$ cat src/rtl/frost32_mem_access_arbiter.sv
// Round-robin arbiter between N Frost32 requesters and one memory port using the
// req_mem_access / wait_for_mem handshake, with alignment checks, lane steering and timeout.
module frost32_mem_access_arbiter #(
    parameter int unsigned NUM_CHANNELS   = 2,
    parameter int unsigned DATA_WIDTH     = 32,
    parameter int unsigned ADDR_WIDTH     = 32,
    parameter int unsigned TIMEOUT_CYCLES = 0
) (
    input  logic                               clk,
    input  logic                               rst_n,

    input  logic [NUM_CHANNELS-1:0]            ch_req_i,
    input  logic [NUM_CHANNELS*ADDR_WIDTH-1:0] ch_addr_i,
    input  logic [NUM_CHANNELS*DATA_WIDTH-1:0] ch_wdata_i,
    input  logic [NUM_CHANNELS-1:0]            ch_access_type_i,
    input  logic [NUM_CHANNELS*2-1:0]          ch_access_size_i,
    output logic [NUM_CHANNELS-1:0]            ch_done_o,
    output logic [NUM_CHANNELS-1:0]            ch_error_o,
    output logic [DATA_WIDTH-1:0]              ch_rdata_o,

    output logic                               mem_req_o,
    output logic [ADDR_WIDTH-1:0]              mem_addr_o,
    output logic [DATA_WIDTH-1:0]              mem_wdata_o,
    output logic                               mem_access_type_o,
    output logic [1:0]                         mem_access_size_o,
    input  logic [DATA_WIDTH-1:0]              mem_rdata_i,
    input  logic                               mem_wait_i
);

    localparam int unsigned PTR_W   = (NUM_CHANNELS > 1) ? $clog2(NUM_CHANNELS) : 1;
    localparam int unsigned CNT_W   = (TIMEOUT_CYCLES > 1) ? $clog2(TIMEOUT_CYCLES) : 1;
    localparam int unsigned LANES8  = DATA_WIDTH / 8;
    localparam int unsigned LANES16 = DATA_WIDTH / 16;
    localparam logic [CNT_W-1:0] CNT_LAST = CNT_W'(TIMEOUT_CYCLES - 1);
    localparam logic [PTR_W-1:0] LAST_CH  = PTR_W'(NUM_CHANNELS - 1);

    localparam logic [1:0] DIAS32 = 2'd0;
    localparam logic [1:0] DIAS16 = 2'd1;
    localparam logic [1:0] DIAS8  = 2'd2;

    typedef enum logic [0:0] {
        StIdle = 1'b0,
        StWait = 1'b1
    } state_e;

    state_e                  state_q;
    logic [PTR_W-1:0]        rr_ptr_q;
    logic [PTR_W-1:0]        win_q;
    logic [CNT_W-1:0]        wait_cnt_q;
    logic [NUM_CHANNELS-1:0] ch_done_q;
    logic [NUM_CHANNELS-1:0] ch_error_q;
    logic [DATA_WIDTH-1:0]   ch_rdata_q;
    logic                    mem_req_q;
    logic [ADDR_WIDTH-1:0]   mem_addr_q;
    logic [DATA_WIDTH-1:0]   mem_wdata_q;
    logic                    mem_access_type_q;
    logic [1:0]              mem_access_size_q;

    logic                    any_req;
    logic [PTR_W-1:0]        win_idx;
    int                      scan_idx;
    logic [ADDR_WIDTH-1:0]   sel_addr;
    logic [DATA_WIDTH-1:0]   sel_wdata;
    logic [DATA_WIDTH-1:0]   sel_wdata_rep;
    logic                    sel_type;
    logic [1:0]              sel_size;
    logic                    sel_legal;
    logic [DATA_WIDTH-1:0]   rd_lane;

    function automatic logic [NUM_CHANNELS-1:0] ch_onehot(input logic [PTR_W-1:0] idx);
        logic [NUM_CHANNELS-1:0] v;
        v      = '0;
        v[idx] = 1'b1;
        return v;
    endfunction

    function automatic logic [PTR_W-1:0] next_ptr(input logic [PTR_W-1:0] idx);
        return (idx == LAST_CH) ? '0 : PTR_W'(idx + 1'b1);
    endfunction

    // Scan from the highest offset down so the channel nearest rr_ptr is written last and wins.
    always_comb begin
        any_req  = 1'b0;
        win_idx  = '0;
        scan_idx = 0;
        for (int off = int'(NUM_CHANNELS) - 1; off >= 0; off--) begin
            scan_idx = int'(rr_ptr_q) + off;
            if (scan_idx >= int'(NUM_CHANNELS)) begin
                scan_idx = scan_idx - int'(NUM_CHANNELS);
            end
            if (ch_req_i[scan_idx]) begin
                any_req = 1'b1;
                win_idx = PTR_W'(scan_idx);
            end
        end
    end

    assign sel_addr  = ch_addr_i[32'(win_idx) * ADDR_WIDTH +: ADDR_WIDTH];
    assign sel_wdata = ch_wdata_i[32'(win_idx) * DATA_WIDTH +: DATA_WIDTH];
    assign sel_type  = ch_access_type_i[win_idx];
    assign sel_size  = ch_access_size_i[32'(win_idx) * 2 +: 2];

    always_comb begin
        sel_legal = 1'b0;
        case (sel_size)
            DIAS32:  sel_legal = (sel_addr[1:0] == 2'b00);
            DIAS16:  sel_legal = ~sel_addr[0];
            DIAS8:   sel_legal = 1'b1;
            default: sel_legal = 1'b0;
        endcase
    end

    always_comb begin
        sel_wdata_rep = sel_wdata;
        case (sel_size)
            DIAS16:  sel_wdata_rep = {LANES16{sel_wdata[15:0]}};
            DIAS8:   sel_wdata_rep = {LANES8{sel_wdata[7:0]}};
            default: sel_wdata_rep = sel_wdata;
        endcase
    end

    always_comb begin
        rd_lane = '0;
        case (mem_access_size_q)
            DIAS16:  rd_lane[15:0] = mem_rdata_i[{mem_addr_q[1], 4'b0000} +: 16];
            DIAS8:   rd_lane[7:0]  = mem_rdata_i[{mem_addr_q[1:0], 3'b000} +: 8];
            default: rd_lane       = mem_rdata_i;
        endcase
    end

    always_ff @(posedge clk or negedge rst_n) begin
        if (!rst_n) begin
            state_q           <= StIdle;
            rr_ptr_q          <= '0;
            win_q             <= '0;
            wait_cnt_q        <= '0;
            ch_done_q         <= '0;
            ch_error_q        <= '0;
            ch_rdata_q        <= '0;
            mem_req_q         <= 1'b0;
            mem_addr_q        <= '0;
            mem_wdata_q       <= '0;
            mem_access_type_q <= 1'b0;
            mem_access_size_q <= '0;
        end else begin
            ch_done_q  <= '0;
            ch_error_q <= '0;
            case (state_q)
                StIdle: begin
                    // The ch_done cycle doubles as bus turnaround: the finishing requester
                    // still holds ch_req here, so no grant is made in it.
                    if (any_req && (ch_done_q == '0)) begin
                        if (sel_legal) begin
                            mem_req_q         <= 1'b1;
                            mem_addr_q        <= sel_addr;
                            mem_wdata_q       <= sel_wdata_rep;
                            mem_access_type_q <= sel_type;
                            mem_access_size_q <= sel_size;
                            win_q             <= win_idx;
                            wait_cnt_q        <= '0;
                            state_q           <= StWait;
                        end else begin
                            ch_done_q  <= ch_onehot(win_idx);
                            ch_error_q <= ch_onehot(win_idx);
                            rr_ptr_q   <= next_ptr(win_idx);
                        end
                    end
                end
                StWait: begin
                    if (!mem_wait_i) begin
                        mem_req_q <= 1'b0;
                        ch_done_q <= ch_onehot(win_q);
                        if (!mem_access_type_q) begin
                            ch_rdata_q <= rd_lane;
                        end
                        rr_ptr_q <= next_ptr(win_q);
                        state_q  <= StIdle;
                    end else if ((TIMEOUT_CYCLES != 0) && (wait_cnt_q == CNT_LAST)) begin
                        mem_req_q  <= 1'b0;
                        ch_done_q  <= ch_onehot(win_q);
                        ch_error_q <= ch_onehot(win_q);
                        rr_ptr_q   <= next_ptr(win_q);
                        state_q    <= StIdle;
                    end else if (TIMEOUT_CYCLES != 0) begin
                        wait_cnt_q <= wait_cnt_q + 1'b1;
                    end
                end
                default: state_q <= StIdle;
            endcase
        end
    end

    assign ch_done_o         = ch_done_q;
    assign ch_error_o        = ch_error_q;
    assign ch_rdata_o        = ch_rdata_q;
    assign mem_req_o         = mem_req_q;
    assign mem_addr_o        = mem_addr_q;
    assign mem_wdata_o       = mem_wdata_q;
    assign mem_access_type_o = mem_access_type_q;
    assign mem_access_size_o = mem_access_size_q;

endmodule

$ cat config.mk
export PLATFORM = sky130hd
export DESIGN_NAME = frost32_mem_access_arbiter
export DESIGN_NICKNAME = d
export VERILOG_FILES = /design/src/rtl/frost32_mem_access_arbiter.sv
export SDC_FILE = /design/constraint.sdc
export NUM_CORES = 1
export LEC_CHECK = 0
export CAP_MARGIN = 10
export CORE_AREA = 4 4 201 105
export CTS_BUF_LIST = sky130_fd_sc_hd__clkbuf_4 sky130_fd_sc_hd__clkbuf_8 sky130_fd_sc_hd__clkbuf_16
export DETAILED_ROUTE_END_ITERATION = 7
export DIE_AREA = 0 0 205 109
export GPL_TIMING_DRIVEN = 0
export HOLD_SLACK_MARGIN = 0.06
export SLEW_MARGIN = 20
export SYNTH_ARGS = -nofsm -noshare
export SYNTH_HDL_FRONTEND = slang
export SYNTH_SLANG_ARGS = --single-unit
$ cat constraint.sdc
create_clock -name clk -period 5.3 [get_ports clk]
set_input_delay 1.06 -clock clk [delete_from_list [all_inputs] [get_ports clk]]
set_output_delay 1.06 -clock clk [all_outputs]
set_load 0.02 [all_outputs]
==> results of run 1 <==
## cell type report
cell class | count | area (um^2)
fillers | 1819 | 10100
multi-input cells | 394 | 2800
repair buffers | 274 | 2760
flip-flops and latches | 107 | 2680
well taps | 266 | 333
clock buffers | 9 | 225
plain buffers | 34 | 186
inverters | 21 | 78.8
clock inverters | 6 | 48.8
## through the flow
stage	std cells	setup WS, ps	TNS, ps	area, um^2	hold WS, ps
final	1111	511	0	9110	474
after global routing	1111	128	0	9110	475
after CTS	1111	474	0	9110	470
after detailed placement	1096	116	0	8840	457
after global placement	1095	-1320	-139590	8810	455
after floorplan	556	1420	0	5740	429
## flip-flops by register name, indices dropped and copies added, names as in the netlist
signal / flops
ch_error_o: 2
mem_req_o: 1
ch_done_o: 2
ch_rdata_o: 32
mem_wdata_o: 32
mem_access_size_o: 2
rr_ptr_q: 1
win_q: 1
mem_addr_o: 32
state_q: 1
mem_access_type_o: 1
## layer usage
metal	wire length [um]	vias up
met5	0	-
met4	272	0
met3	1170	19
met2	10300	156
met1	8450	2579
li1	-	2507
## critical path, stage by stage
cell	delay, ps
clkdlybuf4s50_1	500
nand2b_1	140
nand2_1	370
buf_2	390
mux2_2	410
inv_1	130
ha_1	180
clkbuf_1	430
clkinv_1	440
o21ai_1	520
o22ai_1	140
mux2_1	310
## cells in the final DEF (no fill, tap or decap), types with 9 or more instances in the layout
cell type,instances
clkdlybuf4s50_1,272
dfrtp_1,107
clkbuf_1,16
mux2_2,32
o21ai_0,34
mux2i_1,60
clkbuf_16,9
nand2_1,145
mux2_1,50
o22ai_1,17
inv_1,19
## cell families after synthesis
logic type,count (synthesis),synth area share [%]
adder cells (fa/ha/maj),6,1.31
flip-flops,107,46.6
AND/OR/NAND/NOR,162,11.1
multiplexers,142,26.5
AO/OA/AOI/OAI,84,9.80
buffers and inverters,55,4.62
## where the power goes
group | internal (mW) | switching [mW]
Sequential | 1.21 | 0.204
Combinational | 1.30 | 1.44
Clock | 0.321 | 0.327
Total | 2.83 | 1.97
## path summary, 6_finish.rpt
kind,start,end,slack [ps],depth (start not counted)
setup / recovery,ch_req_i[0],mem_wdata_o[21]$_DFFE_PN0P_,510,12
hold / removal,win_q$_DFFE_PN0P_,ch_done_o[0]$_DFF_PN0_,470,1
setup reg to reg,rr_ptr_q$_DFFE_PN0P_,mem_wdata_o[21]$_DFFE_PN0P_,1240,11
hold reg to reg,win_q$_DFFE_PN0P_,ch_done_o[0]$_DFF_PN0_,470,1
max in group asynchronous,rst_n,ch_rdata_o[10]$_DFFE_PN0P_,4010,2
min in group asynchronous,rst_n,mem_wdata_o[17]$_DFFE_PN0P_,580,1
==> results by group, run 1 <==
Detailed routing
  – Initial DRC count: 275
  – DR vias: 5,261
  – Pre-antenna DRT Iters: 5
  – Final ANT Viol Nets: 0
  – Total wire length: 20,200 um
  – Avg WL per Cell: 18.2 um
  – Vias per cell: 4.74
  – Post-route DRC: 0

Logic synthesis
  – Post-synth top cells: nand2_1 (145), dfrtp_1 (107), mux2i_1 (60), mux2_1 (50), o21ai_0 (34)
  – Asr flop ratio synth: 100%
  – Top cell type's share of synthesized area: 46.6%
  – Post-Synthesis Cells: 556
  – Count leader, synth: nand2_1
  – Post-synth EDFFs: 0
  – Distinct cells, synth: 39
  – Ys flop type: dfrtp_1
  – Sequential fraction of the synthesis area: 46.6%
  – Synth Cell Area: 5740 um^2
  – Syn Nets: 733
  – #FFs+latches synth: 107
  – Avg Cell Area, Syn: 10.3 um^2
  – Main area contributors after synthesis: dfrtp_1 (47%), mux2i_1 (10%), mux2_1 (9.8%)
  – Area leader, netlist: dfrtp_1
  – Synth warn: 0

Timing
  – Max Fclk: 0.209 GHz
  – Final setup violation count: 0
  – Hold Fails Final Rpt: 0
  – Tightest Pin Transition: 766 ps
  – Fin crit share: 90.4%
  – Slew Limit Fails: 0
  – Max-Slew Margin vs Limit: 48.4%
  – Fin Clk Skew: 17.9 ps
  – Min Clock Period, post-route: 4790 ps
  – Unrepaired setup endpoints after global routing: false

Global route
  – Global route hottest layer: met2
  – First-pass GRT wire length: 30,600 um
  – GRT Util Overall: 17.7%
  – Largest net degree at the start of global routing: 77
  – Met2 global-route usage: 31.9%
  – Initial antenna violation count: 0
  – Total congestion overflow: 0
  – Vias in the first global route: 5,541
  – Met3 Track Usage GR: 4.22%
  – Global-route track usage on met1: 21.9%

Critical path
  – Worst Setup End Kind: flop
  – Max Fanout on Critical Path: 10
  – Data arrival, critical path: 5030 ps
  – Element type at the critical path start: input pin
  – WS Path Type: input pin to flop
  – Worst Path Required: 5540 ps

Floorplanning
  – Top-Level Pins: 275
  – Die W: 205 um
  – Total Die Area: 22,300 um^2
  – Core area: 19,200 um^2
  – Starting Density: 29.9%
  – Die Span Y: 109 um
  – Num rows: 36

Power
  – Total power: 4.80 mW
  – Power Density: 527 nW/um^2
  – Pleak: 4.05 nW
  – Worst VDD drop: 198 uV

Clocking
  – Clock Latency Late Sink: 360 ps
  – Hold_buf cts: 0
  – CTS Sinks: 107
  – Setup bufs post-CTS: 0
  – CTS tree: built
  – CTS Buffer Depth: 2
  – Root buffer cell: clkbuf_16
  – # H-tree levels: 3
  – Total CTS buffers: 9
  – Resize count post-CTS: 0
  – Worst-path clk slew: 90 ps

Placed design
  – # port buffers: 273
  – Detailed-placement wirelength estimate: 16,000 um
  – Gpl congestion: 0.803

Final layout
  – Final core occ: 47.4%
  – Layout area overhead: 58.6%
  – Layout cells sized above 1: 8.17%
  – Diodes inserted: 0
  – Nets: 1,018

Outcome
  – Status: finished clean

Hold path
  – HP Class: flop to flop

Job
  – Maxcap violations: 0
No activity file was read; power rests on OpenSTA's default activity.
==> run 2, diff against run 1 <==
--- a/config.mk
+++ b/config.mk
@@ -6,12 +6,13 @@
 export NUM_CORES = 1
 export LEC_CHECK = 0
 export CAP_MARGIN = 10
-export CORE_AREA = 4 4 201 105
+export CORE_AREA = 4 4 175 92
 export CTS_BUF_LIST = sky130_fd_sc_hd__clkbuf_4 sky130_fd_sc_hd__clkbuf_8 sky130_fd_sc_hd__clkbuf_16
 export DETAILED_ROUTE_END_ITERATION = 7
-export DIE_AREA = 0 0 205 109
+export DIE_AREA = 0 0 179 96
 export GPL_TIMING_DRIVEN = 0
 export HOLD_SLACK_MARGIN = 0.06
+export PLACE_DENSITY = 0.78
 export SLEW_MARGIN = 20
 export SYNTH_ARGS = -nofsm -noshare
 export SYNTH_HDL_FRONTEND = slang
==> run 2 against run 1 <==
Effect of this change: clock power grew 7.7%; setup slack better by 5.9 ps; worst hold slack gained 8.0 ps; sequential cell count is the same; final area is 0.59% lower; final cell count shrank 6.0%; die area decreased by 23%; global-route usage up 4.2 points.
==> results by group, run 2 (same netlist as run 1, synthesis figures left out) <==
Clocking
  – # H-tree levels: 3 (unchanged)
  – Hold_buf cts: 0 (unchanged)
  – CTS Sinks: 107 (unchanged)
  – CTS tree: built
  – Total CTS buffers: 9 (unchanged)
  – Setup bufs post-CTS: 0 (unchanged)
  – Worst-path clk slew: 80 ps (about the same)
  – Resize count post-CTS: 0 (unchanged)
  – CTS Buffer Depth: 2 (unchanged)
  – Clock Latency Late Sink: 350 ps (about the same)
  – Root buffer cell: clkbuf_16

Power
  – Power Density: 536 nW/um^2 (+1.6%)
  – Worst VDD drop: 291 uV (+47%)
  – Total power: 4.85 mW (+1.0%)
  – Pleak: 4.07 nW (+0.56%)

Critical path
  – Worst Setup End Kind: flop
  – Worst Path Required: 5530 ps (about the same)
  – Data arrival, critical path: 5010 ps (-20 ps)
  – Max Fanout on Critical Path: 10 (unchanged)
  – Element type at the critical path start: input pin
  – Reg2reg path depth: 11 (unchanged)
  – WS Path Type: input pin to flop

Placed design
  – Gpl congestion: 0.871 (+8.4%)
  – Detailed-placement wirelength estimate: 15,200 um (-4.8%)
  – Pre-CTS setup slack: 110 ps (-5.48 ps)
  – # port buffers: 273 (unchanged)
  – DP Area: 8750 um^2 (-0.96%)
  – Placed Cells: 1,028 (-6.2%)

Final layout
  – Final core occ: 63.0% (+16 points)
  – Nets: 1,018 (unchanged)
  – Final Cell Area: 9060 um^2 (-0.59%)
  – Fillers: 1,169 (-36%)
  – Area of the multi-input gates: 2800 um^2 (unchanged)
  – Diodes inserted: 0 (unchanged)
  – Most common cell after layout, fill and taps aside: clkdlybuf4s50_1
  – Layout area overhead: 57.7%
  – Layout Cells excl Fill: 1,044 (-6.0%)
  – Layout cells sized above 1: 8.27% (+0.11 points)
  – Most frequent cells in the layout: clkdlybuf4s50_1 (272), nand2_1 (145), dfrtp_1 (107), mux2i_1 (60), mux2_1 (50)
  – FF+latch area: 2680 um^2 (unchanged)

Detailed routing
  – Pre-antenna DRT Iters: 6 (+1)
  – Vias per cell: 5.09 (+7.5%)
  – Avg WL per Cell: 18.3 um (+0.39%)
  – Total wire length: 19,100 um (-5.7%)
  – Final ANT Viol Nets: 0 (unchanged)
  – Initial DRC count: 267 (-2.9%)
  – DR vias: 5,316 (+1.0%)
  – Post-route DRC: 0 (unchanged)

Floorplanning
  – Top-Level Pins: 275 (unchanged)
  – Num rows: 31 (-14%)
  – Core area: 14,400 um^2 (-25%)
  – Starting Density: 39.9% (+10 points)
  – Die W: 179 um (-13%)
  – Die Span Y: 96 um (-12%)
  – Total Die Area: 17,200 um^2 (-23%)

Timing
  – Max Fclk: 0.209 GHz (+0.12%)
  – Final setup margin: 517 ps (+5.94 ps)
  – Hold Fails Final Rpt: 0 (unchanged)
  – Slew Limit Fails: 0 (unchanged)
  – Fin crit share: 90.3% (-0.11 points)
  – Fin Clk Skew: 12.6 ps (-5.27 ps)
  – Final Hold Slack: 482 ps (+7.99 ps)
  – Setup TNS: 0 ps (unchanged)
  – Max-Slew Margin vs Limit: 51.0% (+2.7 points)
  – Final setup violation count: 0 (unchanged)
  – Tightest Pin Transition: 734 ps (-32.0 ps)
  – Min Clock Period, post-route: 4780 ps (-5.93 ps)
  – Unrepaired setup endpoints after global routing: false

Global route
  – Total congestion overflow: 0 (unchanged)
  – Largest net degree at the start of global routing: 60 (-22%)
  – First-pass GRT wire length: 29,000 um (-5.3%)
  – Initial antenna violation count: 0 (unchanged)
  – GRT Util Overall: 21.9% (+4.2 points)
  – Vias in the first global route: 5,272 (-4.9%)

Hold path
  – Worst hold path cell count: 2 (+1)
  – HP Class: flop to flop

Job
  – Maxcap violations: 0 (unchanged)

Outcome
  – Status: finished clean
-- run 2: cell count changes in the layout (fill, tap and decap cells not counted), sizes merged --
| cell | change |
|---|---|
| bufinv | +1 |
| clkinv | +1 |
| clkinvlp | -2 |
| clkbuf | +1 |
-- run 2: layer usage --
layer	GRT usage [%]	vias to the layer above	part of all wire, %
met3	4.71	29	6.0
met1	27.3	2581	40
li1	-	2507	-
met5	0	-	0
met4	5.93	0	2.0
met2	39.0	199	52
-- run 2: critical path, cell delays in order --
cell             delay [ps]
clkdlybuf4s50_1         500
nand2b_1                150
nand2_1                 370
buf_2                   380
mux2_2                  420
inv_1                   110
ha_1                    170
clkbuf_1                410
clkinv_1                440
o21ai_1                 530
o22ai_1                 150
mux2_1                  310
-- run 2: layout make-up --
cell class,instances,area share [%]
Tap cell,198,2.73
Multi-Input combinational cell,394,30.9
Inverter,21,0.870
Sequential cell,107,29.6
Buffer,34,2.06
Timing Repair Buffer,274,30.5
Clock buffer,10,2.57
Clock inverter,6,0.801
-- run 2: report_power, final --
part	switching [mW]	leakage, nW	internal [mW]
clock	0.321	0.147	0.378
combinational	1.43	2.59	1.30
sequential	0.209	1.33	1.21
-- run 2: worst paths after layout --
check,slack [ps],end,start
setup / recovery,520,mem_wdata_o[21]$_DFFE_PN0P_,ch_req_i[0]
max in group asynchronous,4000,mem_addr_o[21]$_DFFE_PN0P_,rst_n
min in group asynchronous,640,mem_wdata_o[16]$_DFFE_PN0P_,rst_n
hold / removal,480,ch_rdata_o[5]$_DFFE_PN0P_,ch_rdata_o[5]$_DFFE_PN0P_
hold reg to reg,480,ch_rdata_o[5]$_DFFE_PN0P_,ch_rdata_o[5]$_DFFE_PN0P_
setup reg to reg,1240,mem_wdata_o[21]$_DFFE_PN0P_,rr_ptr_q$_DFFE_PN0P_
==> variant, RTL diff (flow settings as in run 1) <==
Reset style: synchronous (`rst_n`), changed in one clocked block.
--- a/src/rtl/frost32_mem_access_arbiter.sv
+++ b/src/rtl/frost32_mem_access_arbiter.sv
@@ -128,7 +128,7 @@
         endcase
     end
 
-    always_ff @(posedge clk or negedge rst_n) begin
+    always_ff @(posedge clk) begin
         if (!rst_n) begin
             state_q           <= StIdle;
             rr_ptr_q          <= '0;
Formal check against the unedited RTL: differs if rst_n is asserted again (counterexample within 4 cycles, from zero or initial values and one cycle with rst_n low); with rst_n held inactive, the same outputs for 4 cycles.
==> variant against run 1 <==
- design area down 1.4%
- sequential share of layout area decreased by 5.5 points
- setup slack gained 0.16 ns
- clock skew down 0.0073 ns
- sequential cell count did not move
- synthesized area down 2.3%
- routed wire length increased by 22%
- highest routed layer unchanged
Power is not compared: it rests on default switching activity, and its combinational part moved more than twofold at a synthesized area within 25%.
==> variant: results (changes against run 1) <==
cts_hold_buf: 0  # unchanged
synth.area.top_cells: "dfxtp_1, nand2_1, a31oi_1"
grtUsageTotal_pct: 21.1  # +3.4 points
first_pass_iters: 6  # +1
power_leakage_nw: 3.32
fillers: 1916  # +5.3%
mappedNetlistNets: 869  # +19%
yosys_warnings: 0  # unchanged
rr_worst_depth: 12  # +1
seq_area_frac_synth_pct: 38.2  # -8.4 points
async_reset_ff_share_pct: 0  # -100 points
cts_root_buf: "clkbuf_16"
ys_types: 44  # +13%
ir_drop_mv: 0.170
arrival_ns: 4.88  # -0.15 ns
via_count: 6554  # +25%
status: "finished clean"
clk_pin_slew_worst_paths_ns: 0.07  # -0.02 ns
yosys-top-cells-count: "nand2_1, dfxtp_1, a31oi_1"
clock_latency_ns: 0.36  # about the same
rr_endpoint: "mem_wdata_o[30]$_SDFFE_PN0P_"
post-place-ws_ns: 0.347  # +0.231 ns
hold_slack_ns: 0.452  # -0.0216 ns
post-cts-setup-buffers: 0  # unchanged
postCtsResizedCells: 0  # unchanged
drt-total-wl_um: 24700  # +22%
drt_iter0_drc: 429  # +56%
path_max_fanout: 10  # unchanged
drive_gt1_share_pct: 7.14  # -1.0 points
antenna_found_initial: 0  # unchanged
grt_pass1_wl_um: 37000  # +21%
min_from: "ch_rdata_o[22]$_SDFFE_PN0P_"
gp_congestion: 0.887  # +11%
r2r_slack_ns: 1.44  # +0.20 ns
dpl.hpwl_um: 19400  # +21%
grt_pass1_vias: 6425  # +16%
synth_ff_type: "dfxtp_1"
whs_endpoint: "ch_rdata_o[22]$_SDFFE_PN0P_"
cts_buffers: 9  # unchanged
fin_nets: 1153  # +13%
relSlewSlack_pct: 56.3  # +7.9 points
htreeDepth: 3  # unchanged
worstReg2RegStart: "rr_ptr_q$_SDFFE_PN0P_"
skew_ns: 0.0106  # -0.00730 ns
grt_max_degree: 18  # -77%
whs_path_depth: 2  # +1
portBuffers: 273  # unchanged
diodes: 0  # unchanged
## variant: through the flow
| stage | cells | cell area, sq um | power [mW] |
|---|---|---|---|
| CTS | 1247 | 8980 | 2.78 |
| finish | 1247 | 8980 | 2.76 |
| global placement | 1231 | 8680 | 2.05 |
| detailed placement | 1231 | 8680 | 2.06 |
| floorplan | 692 | 5610 | 1.55 |
| global route | 1247 | 8980 | 2.90 |
## variant: cells by family after synthesis
group	after synthesis	synth area share, %
AOI/OAI and AO/OA	245	30.9
adders and majority gates	6	1.34
buffers and inverters	86	7.00
DFF	107	38.2
muxes	35	6.60
and+or+nand+nor	213	15.9
## variant: worst max-delay path, stage by stage
cell             delay, ns
clkdlybuf4s50_1       0.48
nand2b_1              0.17
nand2_1               0.19
buf_2                 0.39
mux2i_1               0.53
inv_1                 0.13
ha_1                  0.22
clkbuf_1              0.25
or2_1                 0.29
o21bai_2              0.29
and3_1                0.25
buf_4                 0.20
buf_6                 0.16
a311oi_1              0.26
## variant: layer usage
layer  GRT usage (%)  vias to the layer above  wire [um]
li1                -                     3161          -
met1            28.8                     3144      10800
met2            34.3                      218      11900
met3            4.16                       31       1620
met4            6.11                        0        457
met5               0                        -          0
## variant: power breakdown
group          leakage [nW]  switching [mW]  internal (mW)
clock network         0.154           0.320          0.388
logic                  2.29           0.623          0.476
registers             0.872          0.0559          0.897
total                  3.32           0.999           1.76
## variant: how the worst max path moves through the flow
| stage | start | to | slack [ns] | cells after the start |
|---|---|---|---|---|
| floorplan | ch_req_i[0] | mem_access_type_o$_SDFFE_PN0P_ | 1.80 | 13 |
| global placement | ch_req_i[0] | mem_wdata_o[29]$_SDFFE_PN0P_ | 0.37 | 13 |
| detailed placement | ch_req_i[0] | mem_addr_o[11]$_SDFFE_PN0P_ | 0.35 | 14 |
| CTS | ch_req_i[0] | mem_addr_o[11]$_SDFFE_PN0P_ | 0.72 | 14 |
| global route | ch_req_i[0] | mem_addr_o[10]$_SDFFE_PN0P_ | 0.47 | 14 |
| finish | ch_req_i[0] | mem_addr_o[11]$_SDFFE_PN0P_ | 0.67 | 14 |
## variant: area by class of cell
class | instances | area, sq um | share of cell area, %
flip-flops and latches | 107 | 2140 | 23.8
well taps | 266 | 333 | 3.70
clock buffers | 11 | 246 | 2.74
plain buffers | 78 | 363 | 4.04
clock inverters | 5 | 61.3 | 0.682
inverters | 8 | 30.0 | 0.334
repair buffers | 273 | 2730 | 30.4
multi-input cells | 499 | 3080 | 34.2
